File: src/rtl/fetch_pkg.sv
// fetch_pkg: shared types and constants for the instruction fetch unit
// Contents: data/PC widths, reset PC and step, fetch FSM state enum,
// fetch buffer entry struct and a PC word-alignment helper.
package fetch_pkg;
    localparam int INSTR_W = 32;
    localparam int PC_W = 32;
    localparam logic [PC_W-1:0] PC_RESET = 32'h0;
    localparam logic [PC_W-1:0] PC_STEP = 32'd4;

    typedef enum logic {RUN, DROP} fetch_state_t;

    typedef struct packed {
        logic [INSTR_W-1:0] instr;
        logic [PC_W-1:0]    pc;
    } fetch_entry_t;

    function automatic logic [PC_W-1:0] align_pc(input logic [PC_W-1:0] pc);
        return {pc[PC_W-1:2], 2'b00};
    endfunction
endpackage

File: src/rtl/instr_fetch_if.sv
// instr_fetch_if: instruction-memory and decode-side signals of the fetch unit
// master (fetch unit): drives imem_req/imem_addr and ir/ir_pc/ir_valid,
//   receives imem_rdata/imem_ack, ir_ready and redirect/redirect_pc.
// slave (memory + decode/control): the mirror image.
interface instr_fetch_if #(parameter int IMEM_AW = 6);
    import fetch_pkg::*;
    logic               imem_req;
    logic [IMEM_AW-1:0] imem_addr;
    logic [INSTR_W-1:0] imem_rdata;
    logic               imem_ack;
    logic [INSTR_W-1:0] ir;
    logic [PC_W-1:0]    ir_pc;
    logic               ir_valid;
    logic               ir_ready;
    logic               redirect;
    logic [PC_W-1:0]    redirect_pc;

    modport master (
        output imem_req, imem_addr, ir, ir_pc, ir_valid,
        input  imem_rdata, imem_ack, ir_ready, redirect, redirect_pc
    );
    modport slave (
        input  imem_req, imem_addr, ir, ir_pc, ir_valid,
        output imem_rdata, imem_ack, ir_ready, redirect, redirect_pc
    );
endinterface

File: src/rtl/fetch_fifo.sv
// fetch_fifo: shift-register fetch buffer with a registered head entry
// Ports: clk, rst_n (async active-low); push/din write an entry, pop drops
// the head, flush empties the buffer and beats push; head is entry 0 and
// count is the current occupancy.
module fetch_fifo
    import fetch_pkg::*;
#(
    parameter int DEPTH = 2,
    localparam int CW = $clog2(DEPTH + 1)
) (
    input  logic         clk,
    input  logic         rst_n,
    input  logic         push,
    input  logic         pop,
    input  logic         flush,
    input  fetch_entry_t din,
    output fetch_entry_t head,
    output logic [CW-1:0] count
);
    fetch_entry_t mem [DEPTH];
    logic pop_ok, push_ok;
    logic [CW-1:0] wr_idx;

    assign pop_ok = pop && count != '0;
    assign push_ok = push && !flush && (count < CW'(DEPTH) || pop_ok);
    // Entries shift toward slot 0 on pop, so the write slot is one lower then.
    assign wr_idx = count - CW'(pop_ok);
    assign head = mem[0];

    always_ff @(posedge clk or negedge rst_n) begin
        if (!rst_n) begin
            count <= '0;
            for (int i = 0; i < DEPTH; i++) mem[i] <= '0;
        end else begin
            for (int i = 0; i < DEPTH; i++)
                if (push_ok && wr_idx == CW'(i)) mem[i] <= din;
                else if (pop_ok && i < DEPTH - 1) mem[i] <= mem[(i + 1) % DEPTH];
            count <= flush ? '0 : count + CW'(push_ok) - CW'(pop_ok);
        end
    end
endmodule

File: src/rtl/instr_fetch.sv
// instr_fetch: PC owner, single-outstanding imem reader and decode-side buffer
// Ports: clk, rst_n (async active-low); bus (instr_fetch_if.master) carries
// imem_req/imem_addr/imem_rdata/imem_ack, ir/ir_pc/ir_valid/ir_ready and
// redirect/redirect_pc. With INSTR_FETCH_PERF_EN defined, fetch_count
// reports saturating pops since reset.
module instr_fetch
    import fetch_pkg::*;
#(
    parameter int IMEM_AW = 6,
    parameter int FIFO_DEPTH = 2
) (
    input  logic              clk,
    input  logic              rst_n,
    instr_fetch_if.master     bus
`ifdef INSTR_FETCH_PERF_EN
    ,
    output logic [31:0]       fetch_count
`endif
);
    localparam int CW = $clog2(FIFO_DEPTH + 1);

    fetch_state_t state, state_nx;
    logic [PC_W-1:0] pc, pc_nx;
    logic req, req_nx, launch, ack, push, pop;
    logic [IMEM_AW-1:0] addr;
    logic [CW-1:0] count, count_nx;
    fetch_entry_t head, din;

    assign ack = req & bus.imem_ack;
    assign pop = bus.ir_valid & bus.ir_ready;
    // Returned data is only kept in RUN and when no redirect lands on the same edge.
    assign push = ack & (state == RUN) & ~bus.redirect;
    assign din = '{instr: bus.imem_rdata, pc: pc};

    always_comb begin
        pc_nx = bus.redirect ? align_pc(bus.redirect_pc) : push ? pc + PC_STEP : pc;
        state_nx = (state == RUN && bus.redirect && req && !bus.imem_ack) ? DROP :
                   (state == DROP && ack) ? RUN : state;
        count_nx = bus.redirect ? '0 : count + CW'(push) - CW'(pop);
        // Launch on the edge the previous request completes, giving back-to-back reads.
        launch = (!req || ack) && state_nx == RUN && count_nx < CW'(FIFO_DEPTH);
        req_nx = (req && !ack) || launch;
    end

    always_ff @(posedge clk or negedge rst_n) begin
        if (!rst_n) begin
            state <= RUN;
            pc <= PC_RESET;
            req <= 1'b0;
            addr <= '0;
        end else begin
            state <= state_nx;
            pc <= pc_nx;
            req <= req_nx;
            if (launch) addr <= pc_nx[IMEM_AW+1:2];
        end
    end

    fetch_fifo #(.DEPTH(FIFO_DEPTH)) u_fifo (
        .clk(clk),
        .rst_n(rst_n),
        .push(push),
        .pop(pop),
        .flush(bus.redirect),
        .din(din),
        .head(head),
        .count(count)
    );

    assign bus.imem_req = req;
    assign bus.imem_addr = addr;
    assign bus.ir = head.instr;
    assign bus.ir_pc = head.pc;
    assign bus.ir_valid = count != '0;

`ifdef INSTR_FETCH_PERF_EN
    always_ff @(posedge clk or negedge rst_n) begin
        if (!rst_n) fetch_count <= '0;
        else if (pop && fetch_count != '1) fetch_count <= fetch_count + 32'd1;
    end
`endif
endmodule

File: src/flat_wrapper.sv
// flat-port wrapper written by rule: the top's interface ports become plain ports
module instr_fetch_flat import fetch_pkg::*;
#(
    parameter int IMEM_AW = 6,
    parameter int FIFO_DEPTH = 2
)
  (clk, rst_n, bus_imem_req, bus_imem_addr, bus_ir, bus_ir_pc, bus_ir_valid, bus_imem_rdata, bus_imem_ack, bus_ir_ready, bus_redirect, bus_redirect_pc);
  instr_fetch_if #(.IMEM_AW(IMEM_AW)) bus_i ();
  input  logic clk;
  input  logic rst_n;
  output wire logic [$bits(bus_i.imem_req)-1:0] bus_imem_req;
  output wire logic [$bits(bus_i.imem_addr)-1:0] bus_imem_addr;
  output wire logic [$bits(bus_i.ir)-1:0] bus_ir;
  output wire logic [$bits(bus_i.ir_pc)-1:0] bus_ir_pc;
  output wire logic [$bits(bus_i.ir_valid)-1:0] bus_ir_valid;
  input wire logic [$bits(bus_i.imem_rdata)-1:0] bus_imem_rdata;
  input wire logic [$bits(bus_i.imem_ack)-1:0] bus_imem_ack;
  input wire logic [$bits(bus_i.ir_ready)-1:0] bus_ir_ready;
  input wire logic [$bits(bus_i.redirect)-1:0] bus_redirect;
  input wire logic [$bits(bus_i.redirect_pc)-1:0] bus_redirect_pc;
  assign bus_imem_req = bus_i.imem_req;
  assign bus_imem_addr = bus_i.imem_addr;
  assign bus_ir = bus_i.ir;
  assign bus_ir_pc = bus_i.ir_pc;
  assign bus_ir_valid = bus_i.ir_valid;
  assign bus_i.imem_rdata = bus_imem_rdata;
  assign bus_i.imem_ack = bus_imem_ack;
  assign bus_i.ir_ready = bus_ir_ready;
  assign bus_i.redirect = bus_redirect;
  assign bus_i.redirect_pc = bus_redirect_pc;
  instr_fetch #(.IMEM_AW(IMEM_AW), .FIFO_DEPTH(FIFO_DEPTH)) u_core (.clk(clk), .rst_n(rst_n), .bus(bus_i));
endmodule
File: config.mk
export PLATFORM = sky130hd
export DESIGN_NAME = instr_fetch_flat
export DESIGN_NICKNAME = d
export VERILOG_FILES = /design/src/rtl/fetch_pkg.sv /design/src/rtl/instr_fetch_if.sv /design/src/rtl/fetch_fifo.sv /design/src/rtl/instr_fetch.sv /design/src/flat_wrapper.sv
export SDC_FILE = /design/constraint.sdc
export NUM_CORES = 1
export LEC_CHECK = 0
export CORE_UTILIZATION = 48
export CTS_CLUSTER_DIAMETER = 40
export DETAILED_ROUTE_END_ITERATION = 10
export GPL_TIMING_DRIVEN = 0
export PLACE_DENSITY_LB_ADDON = 0.2
export SYNTH_ARGS = -nofsm -noshare
export SYNTH_HDL_FRONTEND = slang
export SYNTH_SLANG_ARGS = --single-unit
File: constraint.sdc
create_clock -name clk -period 3.7 [get_ports clk]
set_clock_uncertainty 0.2 [all_clocks]
set_input_delay 0.74 -clock clk [delete_from_list [all_inputs] [get_ports clk]]
set_output_delay 0.74 -clock clk [all_outputs]
set_load 0.005 [all_outputs]
Word-level counts from Yosys, hierarchy flattened
Index checks and enable logic that the tools add are counted.
{"block": "word_totals", "inputBits": 69, "regBits": 170, "wordCells": 57}
{"block": "op_classes", "bitwise": 7, "add_sub_neg": 6, "order_cmp": 2, "n_eq_ne": 1, "muxes": 8, "n_reduce_logical": 23}
{"op": "two-way mux 64 bit", "count": 2}
{"op": "two-way mux 32 bit", "count": 2}
{"op": "adder 32 x 3 -> 32 bit, second input constant", "count": 1}
{"op": "logical AND 1 bit", "count": 12}
{"op": "nonzero test 2 bit", "count": 3}
{"op": "subtractor 2 x 1 -> 2 bit", "count": 3}
{"op": "adder 2 x 1 -> 2 bit", "count": 2}
{"op": "AND 1 bit", "count": 4}
{"op": "logical NOT 1 bit", "count": 4}
{"op": "< comparator 2 bit, second input constant", "count": 2}
{"op": "two-way mux 2 bit", "count": 2}
{"op": "logical OR 1 bit", "count": 3}
{"op": "NOT 1 bit", "count": 3}
{"op": "equality test 2 x 1 -> 1 bit, second input constant", "count": 1}
{"op": "logical NOT 2 bit", "count": 1}
{"op": "two-way mux 1 bit", "count": 2}

Logic depth before layout (Yosys ltp)
Gate-level depths: netlist of the first run.
{"block": "logic_depth", "word_depth": 9, "depth_mapped": 12, "depth_no_buf": 8}

By module
A second synthesis of the first run with hierarchy kept.
{"block": "hier_totals", "cells_unflattened": 664, "area_unflattened_um2": 8439.3}
{"mod": "fetch_fifo", "seq_area_each_um2": 3253.1, "n_inst": 1, "cells_per_inst": 425, "area_per_inst_um2": 6177.2}
{"mod": "instr_fetch", "seq_area_each_um2": 950.9, "n_inst": 1, "cells_per_inst": 239, "area_per_inst_um2": 2262.2}

Least setup slack after synthesis of the first run
OpenSTA, ideal clock, no wires.
{"block": "synth_path", "path_kind": "register to register", "start": "reg u_core.u_fifo.count[1]", "end": "reg u_core.u_fifo.mem[58] in the netlist's numbering", "path_stages_with_launch": 11, "t_arrival_ns": 3.200, "setup_slack_ns": 0.176, "synth_period_minus_slack_ns": 3.524, "required_time_ns": 3.375, "setup_ns": 0.125, "path_cell_list": "dfrtp_1 -> or2_2 -> clkbuf_1 -> nand2_2 -> buf_1 -> inv_1 -> ha_1 -> or2_2 -> a2111oi_4 -> buf_2 -> mux2_2"}
{"block": "synth_via", "elab_chain_cells": 6}
{"item": "start: declaration", "line": "fetch_fifo.sv:18", "rtl": "output logic [CW-1:0] count"}
{"item": "start signal: assignment", "line": "fetch_fifo.sv:38", "rtl": "count <= flush ? '0 : count + CW'(push_ok) - CW'(pop_ok);"}
{"item": "nonzero test 2 bit *", "line": "instr_fetch.sv:74", "rtl": "assign bus.ir_valid = count != '0;"}
{"item": "via bus_ir_valid", "line": "flat_wrapper.sv:15", "rtl": "output wire logic [$bits(bus_i.ir_valid)-1:0] bus_ir_valid;"}
{"item": "AND 1 bit", "line": "instr_fetch.sv:30", "rtl": "assign pop = bus.ir_valid & bus.ir_ready;"}
{"item": "logical AND 1 bit *", "line": "fetch_fifo.sv:24", "rtl": "assign pop_ok = pop && count != '0;"}
{"item": "subtractor 2 x 1 -> 2 bit / logical OR 1 bit (equally long branches)", "line": "fetch_fifo.sv:27, fetch_fifo.sv:25"}
{"item": "equality test 2 x 1 -> 1 bit / logical AND 1 bit (equally long branches)", "line": "fetch_fifo.sv:36, fetch_fifo.sv:25"}
{"item": "logical AND 1 bit *", "line": "fetch_fifo.sv:36", "rtl": "if (push_ok && wr_idx == CW'(i)) mem[i] <= din;"}
{"item": "end signal: indexed assignment", "line": "fetch_fifo.sv:36"}
{"item": "end signal: indexed assignment", "line": "fetch_fifo.sv:37", "rtl": "else if (pop_ok && i < DEPTH - 1) mem[i] <= mem[(i + 1) % DEPTH];"}
{"item": "end: declaration", "line": "fetch_fifo.sv:20", "rtl": "fetch_entry_t mem [DEPTH];"}
Mark *: on every way through the listed nets, which the timed path passes. The rest lies on a longest branch.
A chain may end at the register's enable or synchronous reset.

Worst setup path after layout of the first run
{"block": "layout_path", "start": "reg u_core.u_fifo.count[1]", "end": "reg u_core.u_fifo.mem (netlist bit u_core.u_fifo.head[24])"}
{"block": "layout_via", "elab_chain_cells": 7}
{"item": "nonzero test 2 bit", "line": "fetch_fifo.sv:24, instr_fetch.sv:74"}
{"item": "AND 1 bit", "line": "instr_fetch.sv:30"}
{"item": "logical AND 1 bit", "line": "fetch_fifo.sv:24"}
{"item": "subtractor 2 x 1 -> 2 bit / logical OR 1 bit (equally long branches)", "line": "fetch_fifo.sv:27, fetch_fifo.sv:25"}
{"item": "logical NOT 2 bit / logical AND 1 bit (equally long branches)", "line": "fetch_fifo.sv:36, fetch_fifo.sv:25"}
{"item": "logical AND 1 bit", "line": "fetch_fifo.sv:36"}
{"item": "two-way mux 64 bit / nonzero test 2 bit (equally long branches)"}
Parallel ways exist; a longest one is shown, timed or not.

==> results of run 1 <==
[through the flow]
step / instance area, um^2 / hold slack, ns
global route: 10200 / 0.127
detailed placement: 9600 / 0.285
floorplan: 7940 / 0.244
CTS: 10200 / 0.131
global placement: 9570 / 0.267
finish: 10200 / 0.102
[synthesized netlist by cell type (4+ instances only)]
master / n
dfrtp_1: 164
nand2_1: 82
buf_4: 65
mux2_2: 63
mux2i_1: 63
o21ai_0: 58
clkbuf_1: 24
or4_1: 23
nor2_1: 20
a31oi_1: 18
nand3_1: 16
o21ai_1: 16
o31ai_1: 15
inv_1: 11
buf_2: 9
buf_1: 7
xnor2_1: 6
ha_1: 5
mux2_1: 5
xor2_1: 5
nand4_1: 4
o211ai_1: 4
[report_power, final]
group / leakage [nW] / switching (mW) / internal [mW]
Sequential: 2.21 / 0.0491 / 1.82
Clock: 0.290 / 0.694 / 1.14
Combinational: 2.53 / 0.111 / 0.102
Total: 5.03 / 0.854 / 3.07
[timing repair]
item,4_1_cts,5_1_grt
hold buffers,0,0
setup endpoints to repair,129,5
pin swaps,2,0
resized for setup,5,2
setup buffers,3,0
[metal layers]
| layer | up-vias | global-route usage | share of wire |
|---|---|---|---|
| met5 | - | 0 | 0 |
| met2 | 182 | 0.373 | 0.48 |
| li1 | 2774 | - | - |
| met1 | 2946 | 0.320 | 0.45 |
| met4 | 0 | 0.0859 | 0.018 |
| met3 | 20 | 0.0533 | 0.051 |
[worst max-delay path by stage]
stage / start / to / slack [ns] / depth (start not counted)
2_1_floorplan: u_core.u_fifo.count[1]$_DFF_PN0_ / u_core.u_fifo.mem[58]$_DFFE_PN0P_ / 0.18 / 10
3_3_place_gp: rst_n / u_core.u_fifo.mem[62]$_DFFE_PN0P_ / -4.71 / 1
3_5_place_dp: bus_ir_ready / u_core.u_fifo.head[21]$_DFFE_PN0P_ / -1.17 / 11
4_1_cts: bus_redirect / u_core.bus.imem_addr[5]$_DFFE_PN0P_ / 0.14 / 10
5_1_grt: u_core.u_fifo.count[1]$_DFF_PN0_ / u_core.u_fifo.head[25]$_DFFE_PN0P_ / 0.005 / 11
6_report: u_core.u_fifo.count[1]$_DFF_PN0_ / u_core.u_fifo.head[24]$_DFFE_PN0P_ / 0.21 / 11
[kinds of logic after synthesis]
| kind of cell | Yosys count |
|---|---|
| AND/OR/NAND/NOR | 166 |
| flip-flops | 164 |
| multiplexers | 131 |
| AO/OA/AOI/OAI | 119 |
| buffers and inverters | 119 |
| XOR/XNOR | 11 |
| adder cells (fa/ha/maj) | 5 |
| other | 1 |
[state kept, by name, indices dropped and copies added (netlist names)]
signal,cells
u_core.u_fifo.head,62
u_core.bus.imem_addr,6
u_core.u_fifo.count,2
u_core.state,1
u_core.u_fifo.mem,62
u_core.pc,30
u_core.bus.imem_req,1
[worst max-delay path, cell delays in order, from the launching register on]
cell,delay [ns]
dfrtp_1,0.45
or2_2,0.30
clkbuf_1,0.13
nand2_4,0.28
inv_1,0.15
ha_1,0.22
or2_2,0.34
a2111oi_4,0.36
buf_2,0.34
clkbuf_1,0.41
nand2_1,0.12
o21ai_1,0.11
[final cells by class]
class | instances | area, um^2
Inverter | 12 | 45.0
Tap cell | 216 | 270
Buffer | 106 | 673
Multi-Input combinational cell | 434 | 3120
Fill cell | 1321 | 5760
Sequential cell | 164 | 4100
Clock buffer | 22 | 454
Timing Repair Buffer | 140 | 1410
Clock inverter | 9 | 154
==> qor.yml, run 1 <==
die:
  core_um2: 16000
  placementRows: 46
  ios: 141
  die-height_um: 131
  die_area_um2: 17000
  start_util: 0.496
  die_w_um: 131
grt:
  grt_pass1_vias: 6168
  track_usage: 0.236
  grt_max_degree: 100
  grt_first_pass_wirelength_um: 30900
  overflow: 0
  antenna_found_initial: 0
timing:
  fin_ws_ns: 0.210
  max_freq_mhz: 287
  min_period_ns: 3.49
  final_max_slew_viol_count: 0
  hold_viol: 0
  slew_headroom: 0.399
  worst_pin_slew_ns: 0.902
  setup_violations: 0
  rsz0062_at_grt: "false"
  fin_tns_setup_ns: 0
  period_share: 0.943
final_layout:
  utilization: 0.640
  instances_no_fill: 1103
  antenna_cells: 0
  final_common_cell: "dfrtp_1"
  syn2layout_area_growth_pct: 29.1
  finalNetCount: 949
  final_cell_mix: "dfrtp_1 (164), clkdlybuf4s50_1 (135), nand2_1 (82), buf_4 (68)"
  drive_gt1_frac: 0.210
clock_network:
  h-tree-depth: 4
  numCtsBuffers: 17
  clk_path_buf_depth: 2
  clockRootBuffer: "clkbuf_16"
  cts_tree: "built"
  clk_latency_ns: 0.42
  cts_sinks: 164
  clkTransAtPathRegs_ns: 0.06
drt:
  wl_um: 18900
  initialDrtViolationCount: 464
  postRouteAntennaNets: 0
  drc: 0
  viasPerCell: 5.37
  routedWlPerCell_um: 17.1
  first_pass_iters: 5
  vias: 5922
setup_path:
  worstReg2RegStart: "u_core.u_fifo.count[1]$_DFF_PN0_"
  r2r_cells: 11
  r2r_slack_ns: 0.21
  r2r-end: "u_core.u_fifo.head[24]$_DFFE_PN0P_"
  path_max_fanout: 18
  cp-start-kind: "register"
  path_class: "reg2reg"
  worstSetupEndpointType: "register"
  required_ns: 3.84
  arrival_ns: 3.63
synth:
  synth_mux_area_frac: 0.176
  syn_area_um2: 7930
  netlist_instances: 716
  yosys.area_share.adder: 0.00789
  synth_compound_area_frac: 0.0921
  synth-seq-cells: 164
  ys_types: 44
  synthArstFlopShare: 1.00
  synth_top_family_by_area: "multiplexers"
  synthSimpleGateAreaFrac: 0.103
  synth_top_area_share: 0.517
  yosysWarnings: 0
  synth_area_per_cell_um2: 11.1
  synth_top_cell_by_area: "dfrtp_1"
  synth-xor-area-share: 0.0121
  ys.flop_type: "dfrtp_1"
  synth_enable_flop_cells: 0
  synthTopCellsByArea: "dfrtp_1 (52%), mux2_2 (8.9%), mux2i_1 (8.0%), buf_4 (6.2%), nand2_1 (3.9%)"
  synth-seq-area-share: 0.517
place:
  pre_cts_ws_ns: -1.17
  place.gp.congestion: 0.820
  dp_cells: 1070
  port_buffers: 136
  place_hpwl_um: 13000
run_status:
  status: "finished, final reports clean"
worst_hold_path:
  hold_path.class: "in2async"
pwr:
  ir_worst_vdd_mv: 0.320
  report.power.total_mw: 3.92
  p_leak_nw: 5.03
  p_per_area_nw_per_um2: 383
job:
  drv_cap: 0
No activity file was read; power rests on OpenSTA's default activity.
==> run 2: changes to the inputs <==
--- a/config.mk
+++ b/config.mk
@@ -6,7 +6,7 @@
 export NUM_CORES = 1
 export LEC_CHECK = 0
 export CORE_UTILIZATION = 48
-export CTS_CLUSTER_DIAMETER = 40
+export CTS_CLUSTER_DIAMETER = 200
 export DETAILED_ROUTE_END_ITERATION = 10
 export GPL_TIMING_DRIVEN = 0
 export PLACE_DENSITY_LB_ADDON = 0.2
==> results of run 2 <==
Final layout, timing and power as in run 1 (identical DEF).
==> run 3: changes to the inputs <==
--- a/config.mk
+++ b/config.mk
@@ -5,6 +5,7 @@
 export SDC_FILE = /design/constraint.sdc
 export NUM_CORES = 1
 export LEC_CHECK = 0
+export CAP_MARGIN = 20
 export CORE_UTILIZATION = 48
 export CTS_CLUSTER_DIAMETER = 200
 export DETAILED_ROUTE_END_ITERATION = 10
==> results of run 3 <==
Final layout, timing and power as in run 1 (identical DEF).
==> RTL edit (flow settings as in run 3) <==
`INSTR_W`: 32 -> 64.
--- a/src/rtl/fetch_pkg.sv
+++ b/src/rtl/fetch_pkg.sv
@@ -4,3 +4,3 @@
 package fetch_pkg;
-    localparam int INSTR_W = 32;
+    localparam int INSTR_W = 64;
     localparam int PC_W = 32;
Ports: changed (resized bus_imem_rdata and bus_ir); port bits go from 141 to 205. No check against the original RTL was run, so the function may have changed too.
==> RTL edit against run 3 <==
  * Setup slack got worse by 0.0026 ns
  * Clock power is 35% higher
  * Design area up 36%
  * Utilization is 0.054 points lower
  * Maximum frequency about the same
  * Sequential power rose by 120%
  * Sequential cell count increased by 64
  * Power rose to 2.8 times the old value
  * Worst hold slack worse by 0.035 ns
  * Wire length increased by 23%
  * Sequential share of layout area rose by 0.81 points
  * Synthesized area grew 35%
==> RTL edit: results (changes against run 3) <==
detailed_routing:
  wl_met3_um: 1255  # +30%
  wirelength_um: 23290  # +23%
  wl_met2_um: 11370  # +26%
  dr_total_vias: 7431  # +25%
worst_setup_path:
  crit_path_max_fanout: 10  # -8
  critPathArrivalTime_ns: 3.67  # +0.04 ns
grt:
  grt_pass1_wl_um: 37190  # +20%
  use_met3: 0.03554  # -0.01780
  grt_max_degree: 123  # +23%
  track_usage: 0.2073  # -0.02918
  global_route.usage.met1: 0.2884  # -0.03200
final_layout:
  fin_cells: 1469  # +33%
  nets: 1277  # +35%
  drive_gt1_frac: 0.2389  # +0.02916
clock_tree:
  post_cts_resized: 15  # +10
  clock_path_buffers: 3  # +1
  h-tree-depth: 1  # -3
  post_cts_buffers: 0  # -3
yosys:
  yosysSeqAreaShare: 0.5331  # +0.01571
  synth_area_per_cell_um2: 11.35  # +2.4%
  yosys-top-cells-area: "dfrtp_1 (53%), mux2_2 (10%), mux2i_1 (8.9%)"
placement:
  routabilityCongestion: 0.8024  # -2.1%
  io_buffers: 199  # +46%
power_and_ir_drop:
  ir_worst_vdd_v: 0.0003627  # +13%
  p_leak_nw: 6.714  # +33%
status:
  status: "complete, no violations"
==> RTL edit: cell count changes after synthesis, moves of 13 or more <==
cell	delta
nand2_1	-41
o21ai_0	-41
o31ai_1	-15
mux2i_1	+32
dfrtp_1	+64
nor2_1	+85
a21oi_1	+95
or4_1	-23
xor2_1	+13
a31oi_1	-18
buf_4	+38
mux2_2	+32
==> RTL edit: cell families after synthesis <==
family | count (synthesis) | share of synthesized area
muxes | 198 | 0.1972
xor gates and xnor gates | 31 | 0.02537
adders and majority gates | 5 | 0.005846
AOI/OAI and AO/OA | 129 | 0.06173
buffers and inverters | 156 | 0.09353
DFF | 228 | 0.5331
other | 1 | 0.0003504
and+or+nand+nor | 195 | 0.08278
==> RTL edit: worst max-delay path, stage by stage <==
cell and delay [ns]:
clkdlybuf4s50_1 0.47, nand2_2 0.18, clkbuf_4 0.28, buf_4 0.26
inv_1 0.13, ha_1 0.21, o21ai_1 0.18, nand2_1 0.08
nor2_1 0.24, buf_4 0.30, buf_4 0.24, mux2_2 0.35
==> RTL edit: power by group <==
part	switching [W]	internal, W	leakage (nW)	total, W
logic	0.00143	0.00268	3.50	0.00411
registers	0.000592	0.00360	2.80	0.00419
clock network	0.000972	0.00152	0.421	0.00249
total	0.00299	0.00780	6.71	0.0108
==> RTL edit: final timing paths <==
check / from / end / slack [ns] / depth (start not counted)
worst max register to register: u_core.u_fifo.count[1] / u_core.u_fifo.mem[84] / 0.31 / 13
worst min register to register: u_core.u_fifo.mem[38] / u_core.u_fifo.mem[38] / 0.29 / 1
worst min-delay path: rst_n / u_core.u_fifo.mem[68] / 0.07 / 1
max in group asynchronous: rst_n / u_core.u_fifo.mem[90] / 2.18 / 2
worst max-delay path: bus_ir_ready / u_core.u_fifo.mem[84] / 0.21 / 12
min in group clk: u_core.u_fifo.mem[38] / u_core.u_fifo.mem[38] / 0.29 / 1
==> RTL edit: final cells by class <==
cell class | count | area (µm²)
tap | 280 | 350.3
sequential | 228 | 5705
clock buffer | 34 | 729.5
fill | 1775 | 7874
multi-input combinational | 560 | 4006
timing repair buffer | 200 | 2024
clock inverter | 11 | 111.4
inverter | 8 | 30.03
buffer | 148 | 992.2
==> RTL edit: metrics by stage <==
| stage | util | TNS [ns] | instance area (µm²) | hold WS (ns) |
|---|---|---|---|---|
| 2_1_floorplan | - | 0 | 10710 | 0.2444 |
| 4_1_cts | 0.6390 | 0 | 13940 | 0.1188 |
| 3_3_place_gp | 0.5979 | -1944.39 | 13050 | 0.2691 |
| 5_1_grt | 0.6392 | 0 | 13950 | 0.1471 |
| 6_report | 0.6392 | 0 | 13950 | 0.06668 |
| 3_5_place_dp | 0.5994 | -129.68 | 13080 | 0.2770 |
